$ cat src/rtl/add_sub_serial_wide.sv
// add_sub_serial_wide
//   Multi-cycle wide adder/subtractor. A W = DATA_SIZE*NUM_CHUNKS bit operation
//   is carried out on one DATA_SIZE-bit adder, one chunk per clock, LSB chunk
//   first. Each chunk computes a + (b ^ {ctrl}) + carry. The carry is kept in a
//   register between chunks. Starting the carry at ctrl turns the chunk adder
//   into a two's-complement subtractor.
//
// Handshake: start_in is a request, sampled only while the block is idle
//   (busy_out=0). On the edge where it is accepted, a_in/b_in/control_in are
//   captured and busy_out rises. done_out pulses high for exactly one cycle,
//   NUM_CHUNKS edges after acceptance. From that pulse onward, result_out and
//   the flags hold their values until the next completion. start_in seen while
//   busy is dropped, not queued.
//
// Ports
//   clk_in        in   rising-edge clock
//   rst_n_in      in   asynchronous active-low reset
//   start_in      in   operation request (sampled in IDLE only)
//   control_in    in   0 = a+b, 1 = a-b (captured with start)
//   a_in, b_in    in   W-bit operands (captured with start)
//   busy_out      out  high while not IDLE
//   done_out      out  one-cycle completion pulse
//   result_out    out  W-bit result, held until the next completion
//   carry_out     out  carry out of the MSB chunk (sub: 1 = no borrow)
//   overflow_out  out  signed overflow of the W-bit operation
//   zero_out      out  result_out == 0
//   state_dbg     out  current FSM state (0 IDLE, 1 RUN, 2 DONE)
module add_sub_serial_wide #(
  parameter int DATA_SIZE  = 4,
  parameter int NUM_CHUNKS = 4
) (
  input  logic                            clk_in,
  input  logic                            rst_n_in,
  input  logic                            start_in,
  input  logic                            control_in,
  input  logic [DATA_SIZE*NUM_CHUNKS-1:0] a_in,
  input  logic [DATA_SIZE*NUM_CHUNKS-1:0] b_in,
  output logic                            busy_out,
  output logic                            done_out,
  output logic [DATA_SIZE*NUM_CHUNKS-1:0] result_out,
  output logic                            carry_out,
  output logic                            overflow_out,
  output logic                            zero_out,
  output logic [1:0]                      state_dbg
);

  localparam int W     = DATA_SIZE * NUM_CHUNKS;
  localparam int IDX_W = (NUM_CHUNKS > 1) ? $clog2(NUM_CHUNKS) : 1;
  localparam logic [IDX_W-1:0] LAST_IDX = IDX_W'(NUM_CHUNKS - 1);

  typedef enum logic [1:0] {
    S_IDLE = 2'd0,
    S_RUN  = 2'd1,
    S_DONE = 2'd2
  } state_t;

  state_t state_q, state_d;

  logic [W-1:0]         a_q, b_q, acc_q, acc_next;
  logic                 ctrl_q, carry_q;
  logic [IDX_W-1:0]     idx_q;
  logic [DATA_SIZE-1:0] a_chunk, b_chunk, b_eff;
  logic [DATA_SIZE:0]   sum;
  logic                 msb_cin;
  logic                 last_chunk;

  assign last_chunk = (idx_q == LAST_IDX);

  // State register
  always_ff @(posedge clk_in or negedge rst_n_in) begin
    if (!rst_n_in) state_q <= S_IDLE;
    else           state_q <= state_d;
  end

  // Next-state logic
  always_comb begin
    state_d = state_q;
    case (state_q)
      S_IDLE:  if (start_in) state_d = S_RUN;
      S_RUN:   if (last_chunk) state_d = S_DONE;
      S_DONE:  state_d = S_IDLE;
      default: state_d = S_IDLE;
    endcase
  end

  // Output logic
  always_comb begin
    busy_out  = (state_q != S_IDLE);
    done_out  = (state_q == S_DONE);
    state_dbg = state_q;
  end

  // Chunk adder: select the current slice and write the sum back into a copy of
  // the accumulator. The final result can then include the last slice on the
  // same edge that produces it.
  always_comb begin
    a_chunk  = '0;
    b_chunk  = '0;
    acc_next = acc_q;
    for (int k = 0; k < NUM_CHUNKS; k++) begin
      if (idx_q == k[IDX_W-1:0]) begin
        a_chunk = a_q[k*DATA_SIZE +: DATA_SIZE];
        b_chunk = b_q[k*DATA_SIZE +: DATA_SIZE];
      end
    end
    b_eff = b_chunk ^ {DATA_SIZE{ctrl_q}};
    sum   = {1'b0, a_chunk} + {1'b0, b_eff} + {{DATA_SIZE{1'b0}}, carry_q};
    // The carry into the MSB is recovered from the MSB sum bit and its two inputs.
    msb_cin = sum[DATA_SIZE-1] ^ a_chunk[DATA_SIZE-1] ^ b_eff[DATA_SIZE-1];
    for (int k = 0; k < NUM_CHUNKS; k++) begin
      if (idx_q == k[IDX_W-1:0]) acc_next[k*DATA_SIZE +: DATA_SIZE] = sum[DATA_SIZE-1:0];
    end
  end

  // Datapath registers
  always_ff @(posedge clk_in or negedge rst_n_in) begin
    if (!rst_n_in) begin
      a_q          <= '0;
      b_q          <= '0;
      ctrl_q       <= 1'b0;
      carry_q      <= 1'b0;
      idx_q        <= '0;
      acc_q        <= '0;
      result_out   <= '0;
      carry_out    <= 1'b0;
      overflow_out <= 1'b0;
      zero_out     <= 1'b0;
    end else begin
      case (state_q)
        S_IDLE: begin
          if (start_in) begin
            a_q     <= a_in;
            b_q     <= b_in;
            ctrl_q  <= control_in;
            carry_q <= control_in;
            idx_q   <= '0;
            acc_q   <= '0;
          end
        end
        S_RUN: begin
          acc_q   <= acc_next;
          carry_q <= sum[DATA_SIZE];
          if (!last_chunk) begin
            idx_q <= idx_q + 1'b1;
          end else begin
            result_out   <= acc_next;
            carry_out    <= sum[DATA_SIZE];
            overflow_out <= msb_cin ^ sum[DATA_SIZE];
            zero_out     <= (acc_next == '0);
          end
        end
        default: ;
      endcase
    end
  end

endmodule
$ cat config.mk
export PLATFORM = sky130hd
export DESIGN_NAME = add_sub_serial_wide
export DESIGN_NICKNAME = d
export VERILOG_FILES = /design/src/rtl/add_sub_serial_wide.sv
export SDC_FILE = /design/constraint.sdc
export NUM_CORES = 1
export LEC_CHECK = 0
export ABC_CLOCK_PERIOD_IN_PS = 3500
export CELL_PAD_IN_SITES_DETAIL_PLACEMENT = 0
export CELL_PAD_IN_SITES_GLOBAL_PLACEMENT = 1
export CORE_AREA = 8 8 99 101
export DETAILED_ROUTE_END_ITERATION = 7
export DIE_AREA = 0 0 107 109
export PLACE_DENSITY = 0.86
export RECOVER_POWER = 100
export SYNTH_ARGS = -nofsm -noshare
export SYNTH_HDL_FRONTEND = slang
export SYNTH_SLANG_ARGS = --single-unit
$ cat constraint.sdc
create_clock -name clk_in -period 3.5 [get_ports clk_in]
set_input_delay 0.35 -clock clk_in [delete_from_list [all_inputs] [get_ports clk_in]]
set_output_delay 0.35 -clock clk_in [all_outputs]
set_load 0.02 [all_outputs]
# Yosys cells after proc, flatten, opt, wreduce, memory -nomap -nowiden
# Cells that the tools add are included.
# op_classes
n_addsub	3
n_reduce_logical	10
n_eq_ne	8
n_bitwise	4
mux	22
# ops
operator	n
$mux W4	12
$pmux W16 S2	1
$logic_not A16 Y1	1
$mux W16	1
$mux W2	4
$pmux W2 S2	2
$reduce_and A2 Y1	4
$eq A2 B2 Y1 const B	3
$ne A2 B2 Y1 const B	3
$add A4 B4 Y5	1
$add A5 B1 Y5	1
$eq A2 B1 Y1 const B	2
$logic_not A2 Y1	2
$reduce_bool A2 Y1	2
$xor A4 B4 Y4	1
$reduce_and A3 Y1	1
$xor A1 B1 Y1	3
$add A2 B1 Y2 const B	1
$pmux W1 S2	1
$mux W1	1
# word_totals
regBits	73
wordCells	58
out_inout_bits	23
input_bits	36

# Logic depth before layout (Yosys ltp)
# depth
word_depth	11
ltp_mapped	18
mapped_depth_nobuf	17

# Worst setup path after synthesis
# Ideal clock, no wire load.
# synth_path
path_kind	register -> register
from	reg idx_q[1]
to	reg zero_out
path_stages_with_launch	18
period_less_slack_ns	3.168
setup_time_ns	0.083
t_required_ns	3.417
n_path_buf	2
setup_slack_ns	0.332
t_arrival_ns	3.086
cell_sequence	dfrtp_1 > inv_1 > ha_1 > clkbuf_1 > buf_2 > a21oi_1 > nor2_1 > a21oi_1 > o21ai_0 > fa_1 > inv_1 > fa_1 > inv_1 > nor2_1 > a21oi_1 > nor3_1 > o2111ai_1 > o21ai_0
# synth_via
elab_chain_len	10
word_cells_on_any_way	21
classes_between	add/sub (2); eq/ne (3); mux (12); bitwise (1); reduce/logical (3)
# synth_rtl
element	line	source
start, declared	61	logic [IDX_W-1:0] idx_q;
start signal, assigned	144	idx_q <= idx_q + 1'b1;
$logic_not A2 Y1	101, 111	
$mux W4 (4 in a row)	101	if (idx_q == k[IDX_W-1:0]) begin
$xor A4 B4 Y4	106	b_eff = b_chunk ^ {DATA_SIZE{ctrl_q}};
$add A4 B4 Y5	107	sum = {1'b0, a_chunk} + {1'b0, b_eff} + {{DATA_SIZE{1'b0}}, carry_q};
$add A5 B1 Y5	107	
$mux W4	111	if (idx_q == k[IDX_W-1:0]) acc_next[k*DATA_SIZE +: DATA_SIZE] = sum[DATA_SIZE-1:0];
$logic_not A16 Y1	149	zero_out <= (acc_next == '0);
end signal, assigned	149	
end, declared	43	output logic zero_out,
# Several ways; a longest one is shown, not always the timed one.
# A chain may end at the register's enable or synchronous reset.

# Worst setup path after layout
# layout_path
from	reg idx_q[0]
to	reg zero_out
# Same word-level chain as after synthesis.

==> results.sh <==
export IMPL_status="finished with violations"
export IMPL_violations="max-capacitance violations, max-slew violations"
export IMPL_crit_path_cell_trace="inv_1 > ha_2 > nand3b_1 > a21oi_1 > a21oi_1 > o21ai_0 > xnor2_1 > fa_1 > inv_1 > fa_1 > inv_1 > nor2_1 > a21oi_1 > nor3_1 > o2111ai_1 > o21ai_0"
export IMPL_synth_xor_area_share_pct=3.29
export IMPL_totalWireLength_um=7350
export IMPL_drtPass1Iterations=4
export IMPL_ys_top_cells_by_area="dfrtp_1, mux2_2, o21ai_0"
export IMPL_tritoncts="done"
export IMPL_worstPathRequired_ns=3.76
export IMPL_synth_top_cell_by_area="dfrtp_1"
export IMPL_crit_buf_inv=3
export IMPL_ant_nets=0
export IMPL_met1_usage_pct=15.5
export IMPL_slew_viol_final=68
export IMPL_synthAdderAreaFrac_pct=3.86
export IMPL_syn_inst=295
export IMPL_yosysSeqAreaShare_pct=52.3
export IMPL_synth_distinct_cells=38
export IMPL_synth_edf_count=0
export IMPL_yosysTopAreaCellShare_pct=52.3
export IMPL_boundaryPins=59
export IMPL_fin_cells=467
export IMPL_n_antenna_cell=0
export IMPL_drt_initial_drc_count=71
export IMPL_cp_max_fo=7
export IMPL_viasPerCell=5.05
export IMPL_min_path_type="reg2reg"
export IMPL_use_met2_pct=22.5
export IMPL_drc=0
export IMPL_cpPeakStageDelay_ns=0.54
export IMPL_fp_row_count=34
export IMPL_fin_skew_ns=0.00907
export IMPL_die_area_um2=11700
export IMPL_via_count=2359
export IMPL_drive_above_1_share_pct=16.4
export IMPL_grt_pass1_wl_um=12400
export IMPL_syn_area_per_cell_um2=11.2
export IMPL_area_growth_pct=27.7
export IMPL_top_usage_layer="met2"
export IMPL_htree_levels=3
export IMPL_grt_use_met3_pct=5.26
export IMPL_hold_viol=0
export IMPL_slew_headroom_pct=-8.95
export IMPL_period_needed_ns=3.24
export IMPL_clk_path_buf_depth=2
export IMPL_cp_arrival_ns=3.51
export IMPL_crit_family="adder cells"
export IMPL_overflow=0
export IMPL_synthSimpleGateAreaFrac_pct=8.41
export IMPL_synth_nets=340
export IMPL_clock_root_buffer="clkbuf_8"
export IMPL_gp_congestion=0.823
export IMPL_clk_pin_slew_ns=0.07
export IMPL_grt_max_degree=37
export IMPL_numPortBuffers=58
export IMPL_antenna_found_initial=0
export IMPL_worst_slew_pin_slew_ns=1.63
export IMPL_cp_start_kind="flop"
export IMPL_insertion_delay_ns=0.35
export IMPL_nNetsFinal=399
export IMPL_synth_warning_count=0
export IMPL_cap_violations=2
export IMPL_timing_final_ws_setup_ns=0.255
export IMPL_end_kind="flop"
export IMPL_max_freq_ghz=0.308
export IMPL_setup_viol_count_final=0
export IMPL_holdWs_ns=0.478
export IMPL_hpwl_um=5660
export IMPL_die_h_um=109
export IMPL_synthArstFlopShare_pct=100
export IMPL_critPathKind="reg2reg"
export IMPL_grt_pass1_vias=2589
export IMPL_cts_buffers=9
export IMPL_cp_slowest_cell="fa_1"
export IMPL_synth_compound_area_share_pct=13.2
export IMPL_die_x_um=107
export IMPL_post_place_cells=450
export IMPL_finalSetupTns_ns=0
export IMPL_muxShareOfSynthArea_pct=14.9
export IMPL_wire_per_inst_um=15.7
export IMPL_start_util_pct=39.4
export IMPL_clock_sinks=69
export IMPL_grt_usage_pct=13.5
export IMPL_core_area_um2=8380
export IMPL_rsz0062_at_grt="no"
export IMPL_ys_seq_elements=69
export IMPL_synth_commonest_cells="dfrtp_1, nand2_1, mux2_2"
export IMPL_place_ws_ns=0.186
export IMPL_synth_top_family_by_area="multiplexers"
export IMPL_cts_setup_buffers=0
export IMPL_synth_area_um2=3300
export IMPL_fin_crit_sh_pct=92.7
export IMPL_synthFlopType="dfrtp_1"
export IMPL_yosysMostFrequentCell="dfrtp_1"
## worst min-delay path: stages (launching register included)
cell     delay [ns]
dfrtp_1        0.34
nand2_1        0.05
o21ai_0        0.06
## final timing paths
path	startpoint	endpoint	slack (ns)	cells past startpoint
max	idx_q[0]$_DFFE_PN0P_	zero_out$_DFFE_PN0P_	0.26	16
min	result_out[4]$_DFFE_PN0P_	result_out[4]$_DFFE_PN0P_	0.48	2
max reg2reg	idx_q[0]$_DFFE_PN0P_	zero_out$_DFFE_PN0P_	0.26	16
min reg2reg	result_out[4]$_DFFE_PN0P_	result_out[4]$_DFFE_PN0P_	0.48	2
max in group asynchronous	rst_n_in	b_q[15]$_DFFE_PN0P_	0.88	3
min in group asynchronous	rst_n_in	result_out[7]$_DFFE_PN0P_	0.65	2
## cell usage in the layout, fill, tap and decap left out, types with 12 or more instances in the layout
cell             count
dfrtp_1             69
nand2_1             34
clkdlybuf4s50_1     34
mux2_2              31
o21ai_0             27
dlygate4sd3_1       24
a21oi_1             16
nor2_1              13
inv_1               12
mux2i_1             12
## logic make-up after synthesis
kind of cell / count (synthesis)
AO/OA/AOI/OAI: 70
XOR/XNOR: 10
adder cells (fa/ha/maj): 9
buffers and inverters: 30
flip-flops: 69
multiplexers: 45
AND/OR/NAND/NOR: 62
## area by class of cell
type	count	area (um2)
clock buffers	10	128
inverters	12	45.0
well taps	108	135
fillers	745	4160
multi-input cells	196	1450
repair buffers	66	626
clock inverters	6	111
flip-flops and latches	69	1730
## stage by stage
| stage | area (um2) | utilization [%] |
|---|---|---|
| 4_1_cts | 4230 | 50.4 |
| 6_report | 4220 | 50.3 |
| 3_5_place_dp | 3980 | 47.4 |
| 2_1_floorplan | 3300 | - |
| 3_3_place_gp | 3980 | 47.4 |
| 5_1_grt | 4220 | 50.3 |
## state kept, by name (all words and copies together) (netlist names)
| signal | count |
|---|---|
| zero_out | 1 |
| result_out | 16 |
| state_dbg | 2 |
| ctrl_q | 1 |
| overflow_out | 1 |
| acc_q | 12 |
| a_q | 16 |
| carry_q | 1 |
| b_q | 16 |
| idx_q | 2 |
| carry_out | 1 |
## metal layers
metal	vias to the layer above	part of all wire, %
li1	1148	-
met3	11	6.3
met1	1134	44
met4	0	1.4
met5	-	0
met2	66	49
## timing repair
action                     CTS  global route
hold endpoints to repair    16             0
setup endpoints to repair    0             2
resized for setup            0             4
hold buffers                 1             0
Power is not shown: default switching activity piles up to over one toggle a cycle in this logic, so the estimate is an artifact.
